$ cat config.mk
export PLATFORM = sky130hd
export DESIGN_NAME = wifi_tx_arbiter
export DESIGN_NICKNAME = d
export VERILOG_FILES = /design/src/rtl/wifi_tx_arbiter.sv
export SDC_FILE = /design/constraint.sdc
export NUM_CORES = 1
export LEC_CHECK = 0
export ABC_AREA = 1
export BUFFER_PORTS_ARGS = -buffer_cell sky130_fd_sc_hd__buf_2
export CAP_MARGIN = 0
export CORE_ASPECT_RATIO = 0.6
export CORE_MARGIN = 8
export CORE_UTILIZATION = 40
export CTS_BUF_LIST = sky130_fd_sc_hd__clkbuf_4
export CTS_CLUSTER_SIZE = 20
export DETAILED_ROUTE_END_ITERATION = 16
export HOLD_SLACK_MARGIN = 0.06
export PLACE_DENSITY = 0.69
export SYNTH_ARGS = -nofsm -noshare
export SYNTH_HDL_FRONTEND = slang
export SYNTH_SLANG_ARGS = --single-unit
$ cat constraint.sdc
create_clock -name sys_clk -period 2.45 [get_ports sys_clk]
set_input_delay 0.735 -clock sys_clk [delete_from_list [all_inputs] [get_ports sys_clk]]
set_output_delay 0.735 -clock sys_clk [all_outputs]
set_load 0.01 [all_outputs]
$ cat src/rtl/wifi_tx_arbiter.sv
// Packet-level round-robin arbiter that shares one UART transmitter between two
// byte-stream requesters, spacing po_flag strobes one full byte slot apart.
module wifi_tx_arbiter #(
  parameter int unsigned CLK_FRE   = 50_000_000,
  parameter int unsigned BAUD_RATE = 115200,
  parameter int unsigned SLOT_BITS = 11,
  parameter int unsigned STALL_MAX = 1_000_000
) (
  input  logic       sys_clk,
  input  logic       sys_rst,
  input  logic [7:0] a_data,
  input  logic       a_valid,
  input  logic       a_last,
  output logic       a_ready,
  input  logic [7:0] b_data,
  input  logic       b_valid,
  input  logic       b_last,
  output logic       b_ready,
  output logic [7:0] po_data,
  output logic       po_flag,
  output logic [1:0] grant,
  output logic       busy,
  output logic       stall_err
);

  localparam int unsigned BYTE_CYC = (CLK_FRE / BAUD_RATE) * SLOT_BITS;
  localparam int unsigned SLOT_W   = (BYTE_CYC > 2) ? $clog2(BYTE_CYC) : 1;
  localparam int unsigned STALL_W  = (STALL_MAX > 2) ? $clog2(STALL_MAX) : 1;

  typedef enum logic [1:0] {
    S_IDLE = 2'd0,
    S_XFER = 2'd1,
    S_GAP  = 2'd2
  } state_t;

  state_t             state_q, state_d;
  logic               own_b_q, own_b_d;     // current owner: 0 = A, 1 = B
  logic               rr_b_q, rr_b_d;       // last requester served: 0 = A, 1 = B
  logic               last_q, last_d;
  logic [SLOT_W-1:0]  slot_q, slot_d;
  logic [STALL_W-1:0] stall_q, stall_d;
  logic [7:0]         po_data_q, po_data_d;
  logic               po_flag_q, po_flag_d;
  logic [1:0]         grant_q, grant_d;
  logic               busy_q, busy_d;
  logic               stall_err_q, stall_err_d;

  logic       own_valid;
  logic [7:0] own_data;
  logic       own_last;

  assign own_valid = own_b_q ? b_valid : a_valid;
  assign own_data  = own_b_q ? b_data  : a_data;
  assign own_last  = own_b_q ? b_last  : a_last;

  assign a_ready   = (state_q == S_XFER) && !own_b_q;
  assign b_ready   = (state_q == S_XFER) &&  own_b_q;
  assign po_data   = po_data_q;
  assign po_flag   = po_flag_q;
  assign grant     = grant_q;
  assign busy      = busy_q;
  assign stall_err = stall_err_q;

  // Next-state and next-output logic
  always_comb begin
    state_d     = state_q;
    own_b_d     = own_b_q;
    rr_b_d      = rr_b_q;
    last_d      = last_q;
    slot_d      = slot_q;
    stall_d     = stall_q;
    po_data_d   = po_data_q;
    po_flag_d   = 1'b0;
    stall_err_d = 1'b0;

    case (state_q)
      S_IDLE: begin
        if (a_valid || b_valid) begin
          state_d = S_XFER;
          own_b_d = (a_valid && b_valid) ? ~rr_b_q : b_valid;
        end
      end
      S_XFER: begin
        if (own_valid) begin
          po_data_d = own_data;
          po_flag_d = 1'b1;
          last_d    = own_last;
          slot_d    = SLOT_W'(BYTE_CYC - 2);
          stall_d   = '0;
          state_d   = S_GAP;
        end else if (stall_q == STALL_W'(STALL_MAX - 1)) begin
          // Owner went silent mid-packet: revoke the lock so the other side can run
          state_d     = S_IDLE;
          stall_err_d = 1'b1;
          rr_b_d      = own_b_q;
          stall_d     = '0;
        end else begin
          stall_d = stall_q + STALL_W'(1);
        end
      end
      S_GAP: begin
        if (slot_q == '0) begin
          if (last_q) begin
            state_d = S_IDLE;
            rr_b_d  = own_b_q;
          end else begin
            state_d = S_XFER;
          end
        end else begin
          slot_d = slot_q - SLOT_W'(1);
        end
      end
      default: state_d = S_IDLE;
    endcase

    busy_d  = (state_d != S_IDLE);
    grant_d = (state_d == S_IDLE) ? 2'b00 : (own_b_d ? 2'b10 : 2'b01);
  end

  always_ff @(posedge sys_clk or posedge sys_rst) begin
    if (sys_rst) begin
      state_q     <= S_IDLE;
      own_b_q     <= 1'b0;
      rr_b_q      <= 1'b1;
      last_q      <= 1'b0;
      slot_q      <= '0;
      stall_q     <= '0;
      po_data_q   <= 8'h00;
      po_flag_q   <= 1'b0;
      grant_q     <= 2'b00;
      busy_q      <= 1'b0;
      stall_err_q <= 1'b0;
    end else begin
      state_q     <= state_d;
      own_b_q     <= own_b_d;
      rr_b_q      <= rr_b_d;
      last_q      <= last_d;
      slot_q      <= slot_d;
      stall_q     <= stall_d;
      po_data_q   <= po_data_d;
      po_flag_q   <= po_flag_d;
      grant_q     <= grant_d;
      busy_q      <= busy_d;
      stall_err_q <= stall_err_d;
    end
  end

endmodule
==> metrics, run 1 <==
Fin. Hold Viols=0; fin crit share=0.9222; status=finished clean; Mapped Cells=379; DR WL/cell=13.48 um; WL final=6.890 mm; CTS clk-pin slew, worst paths=0.16 ns; commonest non-fill, non-tap cell in the layout=nand2_1; fraction of layout cells with a size suffix above 1=0.1667; LEAKAGE=1.548 nW; Slew HR=0.6843; clock buffer depth=2; worst endpoint required time=1.71 ns; synth warn=0; CTS tree=yes; Setup crit start kind=flip-flop; CP arrival=1.52 ns; top cells by area, synth=dfrtp_1 43%, nand2_1 13%, nor2_1 7.3%; routed vias=2550; CTS Buf Count=5; Syn Nets=408; f_max=442.6 MHz; number of port buffers=36; num rows=24; Hold WC Path Type=primary input to asynchronous set/reset pin; DRT iter0 DRCs=197; flops & latches, synth=51; DRT Pass-1 Iters=5; dpl hpwl=5.429 mm; drt via density=4.990; setup_tns=0 ns; die area=10320 sq um; CTS root buffer=clkbuf_4; Placer Congestion=0.8973; Area Overhead vs Synth=12.43%; Slew Viols, Final=0; # setup viols final=0; Avg Inst Size Synth=7.649 sq um; crit path kind=flip-flop to output port; first-pass GRT wire length=11.85 mm; Max Cap Viol=0; Synth Cell Area=2899 sq um; core region area=7147 sq um; Slew @ Worst Pin=0.4730 ns; maximum VDD drop=0.0004781 V; chip width=125.9 um; H-Tree Depth=2; clk_skew=0.01500 ns; I/O pins=37; reg2reg start=state_q[1]$_DFF_PP0_; min Tclk post-route=2.259 ns; grt ovf=0; crit end category=output port; worst-case reg-to-reg path depth=11; ant diodes=0; most frequent cells in the layout=100 x nand2_1, 56 x nor2_1, 50 x dfrtp_1; CP max FO=7; Final nets=448; EDFF count, synth=0; top cell type by total area after synthesis=dfrtp_1; clock latency on the worst-skew pair=0.37 ns; Post-synth top flop=dfrtp_1; area share of the largest cell type after synthesis=0.4316; post-synthesis sequential area ratio=0.4407; Power Dens Cells=987.4 nW/um^2; hold_buf cts=0; R2R setup slack=0.52 ns; post-route ant nets=0; DP Worst Slack=0.3711 ns; RSZ-0062 raised after global routing=false; GRT Overall Usage=0.1416; drt drc=0; Core Util, Final=0.4561; Reg-to-Reg End=slot_q[5]$_DFFE_PP0P_; ys async rst share=1.000; largest net degree at the start of global routing=20; initial antenna violation count=0; worst setup margin=0.1907 ns; Netlist cell types=35; Die Span Y=81.95 um; number of global-route vias before repair=2468; Initial Util=0.4056; Num Clock Sinks=51
layer usage:
layer  wire (um)  GRT usage
met3         595    0.03305
met5           0          0
met4          67    0.03218
met2        2571     0.2005
met1        3656     0.2114
per-stage QoR:
step	instance area [sq um]	hold slack, ns	power [W]	instances
2_1_floorplan	2899	0.4659	0.002374	379
3_3_place_gp	3194	0.4767	0.002799	503
3_5_place_dp	3194	0.4932	0.002840	503
4_1_cts	3257	0.3077	0.003232	511
5_1_grt	3259	0.3089	0.003528	511
6_report	3259	0.3044	0.003218	511
repair_timing:
item,4_1_cts,5_1_grt
setup buffers,0,0
endpoints found under the setup margin,0,1
resized for setup,0,1
critical path, cell delays in order (launching register included):
cell and delay, ns:
dfrtp_1 0.45, inv_1 0.10, ha_2 0.24, inv_1 0.12, nor2_1 0.12, buf_2 0.14
final cells by class:
type / count / area (sq um)
tap: 91 / 113.9
clock inverter: 3 / 25.02
inverter: 39 / 146.4
multi-input combinational: 279 / 1426
fill: 748 / 3887
timing repair buffer: 43 / 232.7
clock buffer: 5 / 37.54
sequential: 51 / 1277
state kept, by name, summed over array words and instances, names as in the netlist:
signal	count
busy	1
grant	2
last_q	1
own_b_q	1
po_data	8
po_flag	1
rr_b_q	1
slot_q	13
stall_err	1
stall_q	20
state_q	2
Yosys cell counts (2+ instances only):
cell type  number
a21oi_1        12
a31oi_1        10
buf_2           4
clkbuf_1        4
dfrtp_1        50
ha_1            7
inv_1          38
nand2_1       100
nand2_2         4
nand3_1        20
nand3b_1        2
nand4_1         7
nor2_1         56
nor2_2          3
nor3_1          5
nor3_4          2
nor4_1          3
o21ai_0        19
o21ai_1         2
o22ai_1         3
or2_2           2
xnor2_1         2
xor2_1         12
kinds of logic (layout without fill, tap and decap cells):
group / count (synthesis) / after routing / share of synthesized area
xor gates and xnor gates: 14 / 14 / 0.04230
DFF: 51 / 51 / 0.4407
AOI/OAI and AO/OA: 51 / 51 / 0.09927
adders and majority gates: 7 / 7 / 0.03021
and+or+nand+nor: 207 / 207 / 0.3194
buffers and inverters: 49 / 90 / 0.06819
worst max path at each step:
stage,from,endpoint,slack [ns]
after floorplan,sys_rst,busy$_DFF_PP0_,0.49
after global placement,b_valid,slot_q[5]$_DFFE_PP0P_,0.42
after detailed placement,a_valid,slot_q[7]$_DFFE_PP0P_,0.37
after CTS,state_q[1]$_DFF_PP0_,a_ready,0.08
after global routing,state_q[1]$_DFF_PP0_,a_ready,0.04
final,state_q[1]$_DFF_PP0_,a_ready,0.19
report_power, final:
group | switching [W] | internal, W | total, W
Combinational | 0.00106 | 0.000529 | 0.00158
Clock | 0.000278 | 0.000116 | 0.000393
Sequential | 0.000166 | 0.00107 | 0.00124
(Power assumes the default switching activity.)
==> run 2: changes to the inputs <==
ABC_AREA = default   (was 1)
==> metrics, run 2 <==
Hold WC Path Type=primary input to asynchronous set/reset pin; Top reg by flops=stall_q; Avg Inst Size Synth=9.877 sq um; LEAKAGE=1.512 nW; crit path kind=flip-flop to output port; setup_tns=0 ns; Synth top cells by count=50 x dfrtp_1, 35 x nand2_1, 22 x nor2_1, 19 x o21ai_0; post-synthesis sequential area ratio=0.4554; drt via density=5.532; number of flip-flops in the largest register=20; clk_skew=0.007293 ns; Slew HR=0.6353; DR WL/cell=16.21 um; fin crit share=0.9449; CTS root buffer=clkbuf_4; Setup crit start kind=flip-flop; H-Tree Depth=2; Initial Util=0.4166; maximum VDD drop=0.0005553 V; Core Util, Final=0.4844; Slew Viols, Final=0; num rows=23; crit end category=output port; reg2reg start=slot_q[0]$_DFFE_PP0P_; first-pass GRT wire length=11.14 mm; Synth Area in Simple Gates=0.2217; adder-cell share of the synthesized area=0.03122; synth warn=0; Syn Nets=313; post-route ant nets=0; grt ovf=0; Power Dens Cells=1040 nW/um^2; Compound-Gate Fraction of Synth Area=0.1592; clock latency on the worst-skew pair=0.40 ns; CP arrival=1.58 ns; I/O pins=37; Final nets=358; number of global-route vias before repair=2217; Fill cells=653; min Tclk post-route=2.315 ns; CTS tree=yes; Die Span Y=80.87 um; Mapped Cells=284; top cells by area, synth=dfrtp_1 45%, nand2_1 4.7%, mux2i_1 4.3%; Synth Cell Area=2805 sq um; Area Overhead vs Synth=16.28%; EDFF count, synth=0; ys async rst share=1.000; DRT Pass-1 Iters=4; post-synthesis mux area share=0.05085; clock buffer depth=2; Slew @ Worst Pin=0.5332 ns; CP max FO=10; Placer Congestion=0.8468; worst-case reg-to-reg path depth=8; count leader, synth=dfrtp_1; Fin. Hold Viols=0; commonest non-fill, non-tap cell in the layout=dfrtp_1; Post-synth top flop=dfrtp_1; R2R setup slack=0.23 ns; Netlist cell types=52; CTS Buf Count=5; core region area=6734 sq um; Non-Filler Instances=417; f_max=432.0 MHz; RSZ-0062 raised after global routing=false; chip width=124.1 um; dpl hpwl=4.876 mm; status=finished clean; most frequent cells in the layout=50 x dfrtp_1, 36 x buf_2, 35 x nand2_1; DRT iter0 DRCs=130; routed vias=2307; CTS clk-pin slew, worst paths=0.15 ns; largest family of logic cells by synthesized area=simple AND/OR/NAND/NOR gates; fraction of layout cells with a size suffix above 1=0.2212; WL final=6.758 mm; Synth Area in XOR/XNOR=0.04996; drt drc=0; initial antenna violation count=0; # setup viols final=0; Reg-to-Reg End=slot_q[12]$_DFFE_PP0P_; GRT Overall Usage=0.1402; CP startpoint=state_q[1]$_DFF_PP0_; top cell type by total area after synthesis=dfrtp_1; Max Cap Viol=0; flops & latches, synth=51; ant diodes=0; placed insts=408; area share of the largest cell type after synthesis=0.4460; largest net degree at the start of global routing=52; die area=10040 sq um; number of port buffers=36; worst endpoint required time=1.71 ns; Num Clock Sinks=51
run 2: logic make-up after synthesis:
family	after synthesis
AO/OA/AOI/OAI	61
XOR/XNOR	16
adder cells (fa/ha/maj)	7
buffers and inverters	22
flip-flops	51
multiplexers	14
AND/OR/NAND/NOR	113
run 2: repair_timing:
| action | 4_1_cts | 5_1_grt |
|---|---|---|
| hold buffers | 0 | 0 |
| setup endpoints to repair | 0 | 1 |
| resized for setup | 0 | 0 |
| setup buffers | 0 | 1 |
run 2: final cells by class:
type,instances,area [sq um],share of cell area
Tap cell,87,108.9,0.03337
Multi-Input combinational cell,211,1439,0.4411
Inverter,11,41.29,0.01266
Clock buffer,5,37.54,0.01151
Clock inverter,3,67.56,0.02071
Timing Repair Buffer,49,290.3,0.08899
Sequential cell,51,1277,0.3916
run 2: how the worst max path moves through the flow:
stage | to | cells after the start
finish | b_ready | 5
global route | grant[0]$_DFF_PP0_ | 7
CTS | b_ready | 5
detailed placement | grant[0]$_DFF_PP0_ | 6
global placement | slot_q[12]$_DFFE_PP0P_ | 8
floorplan | rr_b_q$_DFFE_PP1P_ | 6
run 2: power by group:
part / total (W) / leakage (nW) / internal, W / switching, W
clock: 0.000609 / 0.0514 / 0.000317 / 0.000292
sequential: 0.00121 / 0.658 / 0.00105 / 0.000157
combinational: 0.00158 / 0.803 / 0.000627 / 0.000949
run 2: per-stage QoR:
stage | setup WS (ns) | total power [W] | instance area [sq um] | hold slack (ns)
finish | 0.1350 | 0.003391 | 3262 | 0.3484
global route | 0.01013 | 0.003649 | 3262 | 0.3556
CTS | 0.06500 | 0.003408 | 3254 | 0.3506
detailed placement | 0.2152 | 0.002778 | 3149 | 0.4691
global placement | 0.2390 | 0.002737 | 3149 | 0.4607
floorplan | 0.4651 | 0.002267 | 2805 | 0.4625
run 2: worst max-delay path, cell delays in order, from the launching register on:
cell	delay, ns
dfrtp_1	0.43
inv_1	0.08
ha_1	0.21
buf_4	0.20
and2_1	0.13
buf_2	0.13
run 2: per-layer routing:
layer,share of wire,track usage,wire length [um],vias to the layer above
met3,0.082,0.03599,556,10
met2,0.43,0.2116,2875,70
met4,0.018,0.05903,119,0
li1,-,-,-,1117
met1,0.47,0.1878,3207,1110
met5,0,0,0,-
